## src/rtl/gpio_input_router.sv

```systemverilog
// Pad-input router: synchronises each GPIO pad, detects edges into sticky per-pin status, and routes level/IRQ to the owning design.
// Optional debounce filter is enabled by defining GPIO_IN_DEBOUNCE_EN.
module gpio_input_router #(
  parameter int unsigned NUM_PINS    = 38,
  parameter int unsigned NUM_DESIGNS = 13,
  parameter int unsigned SEL_W       = 4,
  parameter int unsigned DB_CYCLES   = 16
) (
  input  logic                            clk,
  input  logic                            rst,
  input  logic [NUM_PINS-1:0]             io_in,
  input  logic [NUM_PINS*SEL_W-1:0]       pin_sel,
  input  logic [NUM_PINS-1:0]             rise_en,
  input  logic [NUM_PINS-1:0]             fall_en,
  input  logic [NUM_PINS-1:0]             irq_clr,
  output logic [NUM_DESIGNS*NUM_PINS-1:0] design_io_in,
  output logic [NUM_PINS-1:0]             pin_sync,
  output logic [NUM_PINS-1:0]             irq_status,
  output logic [NUM_DESIGNS-1:0]          design_irq
);

  localparam int unsigned WARM_W    = 2;
  localparam logic [WARM_W-1:0] WARM_DONE = WARM_W'(3);

  // Owner codes must be able to name every design slot; a zero debounce window is meaningless.
  if (((32'd1 << SEL_W) < NUM_DESIGNS) || (DB_CYCLES == 0)) begin : g_param_check
    $error("gpio_input_router: invalid SEL_W/NUM_DESIGNS/DB_CYCLES combination");
  end

  logic [NUM_PINS-1:0] s1_q, s2_q;
  logic [NUM_PINS-1:0] prev_q;
  logic [NUM_PINS-1:0] status_q, status_d;
  logic [WARM_W-1:0]   warm_q, warm_d;
  logic [NUM_PINS-1:0] filt;
  logic [NUM_PINS-1:0] rise_ev, fall_ev;
  logic                armed;

  // Warm-up counter: edges are ignored until the sync/filter pipeline holds real pad data.
  always_comb begin
    warm_d = warm_q;
    if (warm_q != WARM_DONE) begin
      warm_d = WARM_W'(warm_q + WARM_W'(1));
    end
  end

  assign armed = (warm_q == WARM_DONE);

  always_ff @(posedge clk) begin
    if (rst) begin
      s1_q     <= '0;
      s2_q     <= '0;
      prev_q   <= '0;
      status_q <= '0;
      warm_q   <= '0;
    end else begin
      s1_q     <= io_in;
      s2_q     <= s1_q;
      prev_q   <= filt;
      status_q <= status_d;
      warm_q   <= warm_d;
    end
  end

`ifdef GPIO_IN_DEBOUNCE_EN
  localparam int unsigned CNT_W = $clog2(DB_CYCLES + 1);

  logic [NUM_PINS-1:0] filt_q, filt_d;
  logic [CNT_W-1:0]    cnt_q [NUM_PINS];
  logic [CNT_W-1:0]    cnt_d [NUM_PINS];

  // A new level is accepted only after it has differed from the filter for DB_CYCLES clocks.
  always_comb begin
    filt_d = filt_q;
    for (int unsigned i = 0; i < NUM_PINS; i++) begin
      cnt_d[i] = '0;
      if (!armed) begin
        filt_d[i] = s2_q[i];
      end else if (s2_q[i] != filt_q[i]) begin
        if (cnt_q[i] == CNT_W'(DB_CYCLES - 1)) begin
          filt_d[i] = s2_q[i];
        end else begin
          cnt_d[i] = CNT_W'(cnt_q[i] + CNT_W'(1));
        end
      end
    end
  end

  always_ff @(posedge clk) begin
    if (rst) begin
      filt_q <= '0;
      cnt_q  <= '{default: '0};
    end else begin
      filt_q <= filt_d;
      cnt_q  <= cnt_d;
    end
  end

  assign filt = filt_q;
`else
  assign filt = s2_q;
`endif

  // Sticky status: a new event wins over a simultaneous clear.
  always_comb begin
    rise_ev  = filt & ~prev_q & rise_en & {NUM_PINS{armed}};
    fall_ev  = ~filt & prev_q & fall_en & {NUM_PINS{armed}};
    status_d = rise_ev | fall_ev | (status_q & ~irq_clr);
  end

  assign pin_sync   = filt;
  assign irq_status = status_q;

  logic [SEL_W-1:0] owner [NUM_PINS];

  always_comb begin
    for (int unsigned i = 0; i < NUM_PINS; i++) begin
      owner[i] = pin_sel[i*SEL_W +: SEL_W];
    end
  end

  // Routing and per-design IRQ follow pin_sel combinationally; unowned codes reach no design.
  always_comb begin
    design_io_in = '0;
    design_irq   = '0;
    for (int unsigned i = 0; i < NUM_PINS; i++) begin
      for (int unsigned d = 0; d < NUM_DESIGNS; d++) begin
        if (owner[i] == SEL_W'(d)) begin
          design_io_in[d*NUM_PINS + i] = pin_sync[i];
          design_irq[d]                = design_irq[d] | irq_status[i];
        end
      end
    end
  end

endmodule

```

## config.mk

```make
export PLATFORM = sky130hd
export DESIGN_NAME = gpio_input_router
export DESIGN_NICKNAME = d
export VERILOG_FILES = /design/src/rtl/gpio_input_router.sv
export SDC_FILE = /design/constraint.sdc
export NUM_CORES = 1
export LEC_CHECK = 0
export ABC_AREA = 1
export CAP_MARGIN = 10
export CORE_AREA = 4 4 341 343
export CTS_CLUSTER_SIZE = 25
export DETAILED_ROUTE_END_ITERATION = 10
export DIE_AREA = 0 0 345 347
export HOLD_SLACK_MARGIN = 0.12
export PLACE_DENSITY_LB_ADDON = 0.1
export SLEW_MARGIN = 10
export SYNTH_ARGS = -nofsm -noshare
export SYNTH_HDL_FRONTEND = slang
export SYNTH_SLANG_ARGS = --single-unit
```

## constraint.sdc

```tcl
create_clock -name clk -period 2.5 [get_ports clk]
set_input_delay 0.75 -clock clk [delete_from_list [all_inputs] [get_ports clk]]
set_output_delay 0.75 -clock clk [all_outputs]
set_load 0.005 [all_outputs]
```

### Word-level counts from Yosys, hierarchy flattened

Index checks and enable logic that the tools add are counted.

| word-level totals | value |
|---|---|
| ROM bits | 0 |
| RAM bits | 0 |
| memories | 0 |
| latch bits | 0 |
| input bits | 306 |
| flip-flop bits (word level) | 154 |
| output and inout bits | 583 |
| logic and storage cells | 1983 |

| cells by class | value |
|---|---|
| magnitude comparators | 0 |
| multiplexer cells | 988 |
| divide/modulo/power cells | 0 |
| reductions and logical operators | 38 |
| shift operators | 0 |
| bitwise operators | 493 |
| $mul | 0 |
| add/sub/neg operators | 1 |
| eq/ne operators | 458 |

Operators by type and width:

| kind | number |
|---|---|
| $mux 1 | 988 |
| $eq 4x4->1 const B | 190 |
| $eq 4x3->1 const B | 152 |
| $or 1x1->1 | 481 |
| $eq 4x2->1 const B | 76 |
| $and 38x38->38 | 7 |
| $eq 4x1->1 const B | 38 |
| $logic_not 4->1 | 38 |
| $not 38->38 | 3 |
| $or 38x38->38 | 2 |
| $add 2x1->2 const B | 1 |
| $eq 2x2->1 const B | 1 |
| $ne 2x2->1 const B | 1 |

### Longest topological paths before layout

| depth | value |
|---|---|
| word-level depth | 76 |
| depth in mapped cells | 10 |
| gate-level depth less buffers | 9 |

### Least setup slack after synthesis

Ideal clock, no wire load.

| timing | value |
|---|---|
| path type | in2out |
| start point | in pin_sel[5] |
| end point | out design_irq[8] |
| cell stages on the path | 8 |
| slack | 240 ps |
| buffers on the path | 1 |
| arrival | 1510 ps |
| data required time | 1750 ps |
| cell sequence | buf_2 -> nor2_1 -> nand2_1 -> o21ai_1 -> nor2_1 -> nand3_1 -> nor2_1 -> nand2_1 |

| between the ends | value |
|---|---|
| longest elaborated chain between the ends | 74 |

RTL lines:

| item | line | text |
|---|---|---|
| start: declaration | 12 | `input logic [NUM_PINS*SEL_W-1:0] pin_sel,` |
| $eq 4x4->1 (*) | 127 | `if (owner[i] == SEL_W'(d)) begin` |
| $mux 1 (*) | 127 |  |
| $or 1x1->1 | 129 | `design_irq[d] = design_irq[d] \| irq_status[i];` |
| $mux 1 (*) | 127 |  |
| $or 1x1->1 | 129 |  |
| $mux 1 (*) | 127 |  |
| $or 1x1->1 | 129 |  |
| $mux 1 (*) | 127 |  |
| [... 58 more ...] | n/a |  |
| $or 1x1->1 | 129 |  |
| $mux 1 (*) | 127 |  |
| $or 1x1->1 | 129 |  |
| $mux 1 (*) | 127 |  |
| $or 1x1->1 | 129 |  |
| $mux 1 (*) | 127 |  |
| $or 1x1->1 | 129 |  |
| $mux 1 (*) | 127 |  |
| end: declaration | 19 | `output logic [NUM_DESIGNS-1:0] design_irq` |

Every way passes the cells marked *; elsewhere a longest branch is shown, timed or not.

### Final worst setup path

| timing | value |
|---|---|
| start point | in pin_sel[60] |
| end point | out design_irq[12] |

| between the ends | value |
|---|---|
| longest elaborated chain between the ends | 46 |

RTL lines:

| item | line |
|---|---|
| $eq 4x4->1 (*) | 127 |
| $mux 1 (*) | 127 |
| $or 1x1->1 | 129 |
| $mux 1 (*) | 127 |
| $or 1x1->1 | 129 |
| $mux 1 (*) | 127 |
| $or 1x1->1 | 129 |
| $mux 1 (*) | 127 |
| [... 30 more ...] | n/a |
| $or 1x1->1 | 129 |
| $mux 1 (*) | 127 |
| $or 1x1->1 | 129 |
| $mux 1 (*) | 127 |
| $or 1x1->1 | 129 |
| $mux 1 (*) | 127 |
| $or 1x1->1 | 129 |
| $mux 1 (*) | 127 |

Marked as above.

==> qor.txt <==
Power Total = 9.548 mW
Netlist cell types = 21
Nets = 5270
relative slew slack = 63.36%
sequential share of the synthesized area = 20.36%
Top delay family on crit path = simple AND/OR/NAND/NOR gates
Routed Antenna Nets = 0
vias in the first global route = 28430
Initial Util = 13.33%
Max Cap Violations = 0
worst skew pair latency = 0.55 ns
DP Worst Slack = -1.632 ns
Fin. Hold Viols = 0
mapped cell area = 15140 um^2
CP arrival = 2.22 ns
Ys Warns = 0
Die Wd = 345 um
RSZ-0062 raised after global routing = yes
post-route cell area = 40120 um^2
Hold Crit Start = s1_q[1]
Buf/Inv on CP = 4
Min-Delay Endpoint = pin_sync[1]
syn nets = 3262
clk sink count = 154
1st-iter DRT viols = 1210
fin. max-slew vios = 0
Worst Max-Slew Pin Slew = 0.5497 ns
crit start category = primary input
share of total power in sequential cells = 27.1%
die area = 119700 um^2
clock root cell = clkbuf_16
clk_skew = 0.04135 ns
Final period util = 118.9%
Worst Setup End Kind = primary output
Top Ports = 889
initial antenna violation count = 23
failing checks = setup timing
IO buf count = 888
crit path time final = 2.972 ns
core area = 113600 um^2
CTS H-tree depth = 4
pwr/cell area = 238.0 nW/um^2
Clk pin slew, worst setup/hold paths = 0.11 ns
worst reg2reg path depth = 6
RR Endpoint = irq_status[16]
Leakage = 19.42 nW
Row Count = 124
fillcell total = 12650
largest net degree at the start of global routing = 57
Sw Ratio = 37.01%
crit-path max cell delay = 0.38 ns
RePlAce Congestion = 0.9003
Comb power frac = 40.7%
Cell Chain, Critical Path = buf_6 -> buf_6 -> nor2_4 -> buf_6 -> nand4_1 -> nand2_2 -> nor2_4 -> nand3_4 -> nor2_4 -> nand2_2 -> buf_6
vias = 27700
TritonCTS clock tree = yes
Die Y = 347 um
Worst path most repeated cell = buf_6
Area growth, synth to finish = 165.0%
Max rail drop VDD = 0.4982 mV
worst path required time = 1.75 ns
type of the worst setup path = primary input to primary output
WL final = 154300 um
Detail Placement HPWL = 132000 um
DRC viols = 0
average size of a mapped cell = 5.123 um^2
P_int = 6.014 mW
clk buf depth = 2
per-cell routed wire length = 23.74 um
Yosys reg bits = 154
Sw Pwr = 3.534 mW
final setup margin = -0.4723 ns
CP max stage cell = nand4_1
global-route wire length before repair = 210100 um
vias per std cell = 4.262
layout cells sized above 1 = 56.22%
cts bufs inserted = 17
total global routing overflow = 0
Syn Inst Count = 2955
Highest Clock Rate = 0.3364 GHz
fin util = 35.33%
Reg-to-Reg Start = warm_q[0]
hold path cells = 2
WHS = 0.3925 ns
status = complete, but fails checks
Worst Hold Class = flop to flop
CP Max Fanout = 5
worst reg-to-reg setup slack = 0.74 ns
clock power share = 32.2%
Global Route Usage Sum = 24.60%
Final setup viols = 21
Placed Instance Area = 33240 um^2
Initial DRT Pass Iterations = 7
==> per-stage QoR <==
stage	instances	setup TNS (ns)
after floorplan	2955	0
after global placement	6234	-344.39
after detailed placement	6234	-343.05
after CTS	6429	-6.312
after global routing	6497	-6.118
final	6500	-4.483
==> flip-flops by register name (all words and copies together) (netlist names) <==
signal      flops
pin_sync       38
irq_status     38
s1_q           38
warm_q          2
prev_q         38
==> logic make-up after synthesis <==
logic type,Yosys count,synth area share [%]
adders and majority gates,1,0.08263
and+or+nand+nor,2153,61.75
AOI/OAI and AO/OA,140,5.033
DFF,154,20.36
buffers and inverters,507,12.77
==> timing repair <==
| action | in CTS | in global routing |
|---|---|---|
| setup endpoints to repair | 524 | 279 |
| resized for setup | 2989 | 749 |
| pin swaps | 297 | 241 |
| hold buffers | 0 | 0 |
| buffers inserted | 202 | 84 |
| cloned | 2 | 0 |
==> final cells by class <==
cell class	count	area, um^2	share of cell area (%)
multi-input cells	2294	14890	37.12
repair buffers	2093	17760	44.26
well taps	1512	1892	4.715
diodes	13	32.53	0.08108
inverters	401	1699	4.235
clock buffers	20	446.7	1.113
clock inverters	11	147.6	0.3680
flip-flops and latches	154	3238	8.070
repair inverters	2	15.01	0.03742
==> worst max-delay path by stage <==
stage | start | end | slack, ns | depth (start not counted)
CTS | pin_sel[61] | design_irq[12] | -0.43 | 11
finish | pin_sel[60] | design_irq[12] | -0.47 | 11
floorplan | pin_sel[5] | design_irq[8] | 0.24 | 8
global route | pin_sel[60] | design_irq[8] | -0.49 | 12
global placement | pin_sel[60] | design_irq[12] | -1.65 | 11
detailed placement | pin_sel[60] | design_irq[12] | -1.63 | 11
==> synth_stat cells <==
library cell    n  area share [%]
inv_2          61             1.5
nor2_4          2            0.15
inv_1         340             8.4
o21ai_1        25            0.83
nand2_1       776              19
nand4_1       141             5.8
nor2_2          5            0.21
clkbuf_1       36            0.89
ha_1            1           0.083
nor3_1        366              12
dfxtp_1       154              20
o22ai_1        49             2.0
nand3_1       190             6.3
a21oi_1        39             1.3
buf_2          24            0.79
o21ai_0        27            0.89
nor4_1         44             1.8
nor2_1        597              15
nand3b_1        1           0.050
buf_1          46             1.1
nand2_2        31             1.3
==> power by group through the flow <==
stage	sequential, mW	combinational (mW)	clock, mW
after floorplan	2.64	0.880	0
after global placement	2.65	3.01	0
after detailed placement	2.65	3.01	0
after CTS	2.59	3.59	3.21
after global routing	2.60	4.15	3.24
final	2.59	3.88	3.08
==> worst reg2reg max path, delay by kind of cell (launching register included) <==
| kind | cells | cell delay (ns) |
|---|---|---|
| AOI/OAI and AO/OA | 1 | 0.19 |
| buffers and inverters | 2 | 0.34 |
| adders and majority gates | 1 | 0.52 |
| and+or+nand+nor | 2 | 0.20 |
| DFF | 1 | 0.42 |
==> cell usage in the layout, fill, tap and decap left out, types with 119 or more instances in the layout <==
cell and n:
buf_2 195, nor2_4 141, clkdlybuf4s50_1 224, nand2_2 226, dlygate4sd2_1 179, nand3_1 119
buf_6 312, nor3_2 160, nand2_1 475, nand4_1 141, nor3_1 176, inv_1 229
buf_4 968, nor2_1 368
==> per-layer routing <==
metal / wire length (um) / up-vias / GRT usage, %
met4: 4402 / 6 / 7.277
met5: 31 / - / 0
met3: 8729 / 141 / 5.638
met2: 78080 / 774 / 44.54
li1: - / 13660 / -
met1: 63030 / 13130 / 28.81
Power figures use the tool's default switching activity.
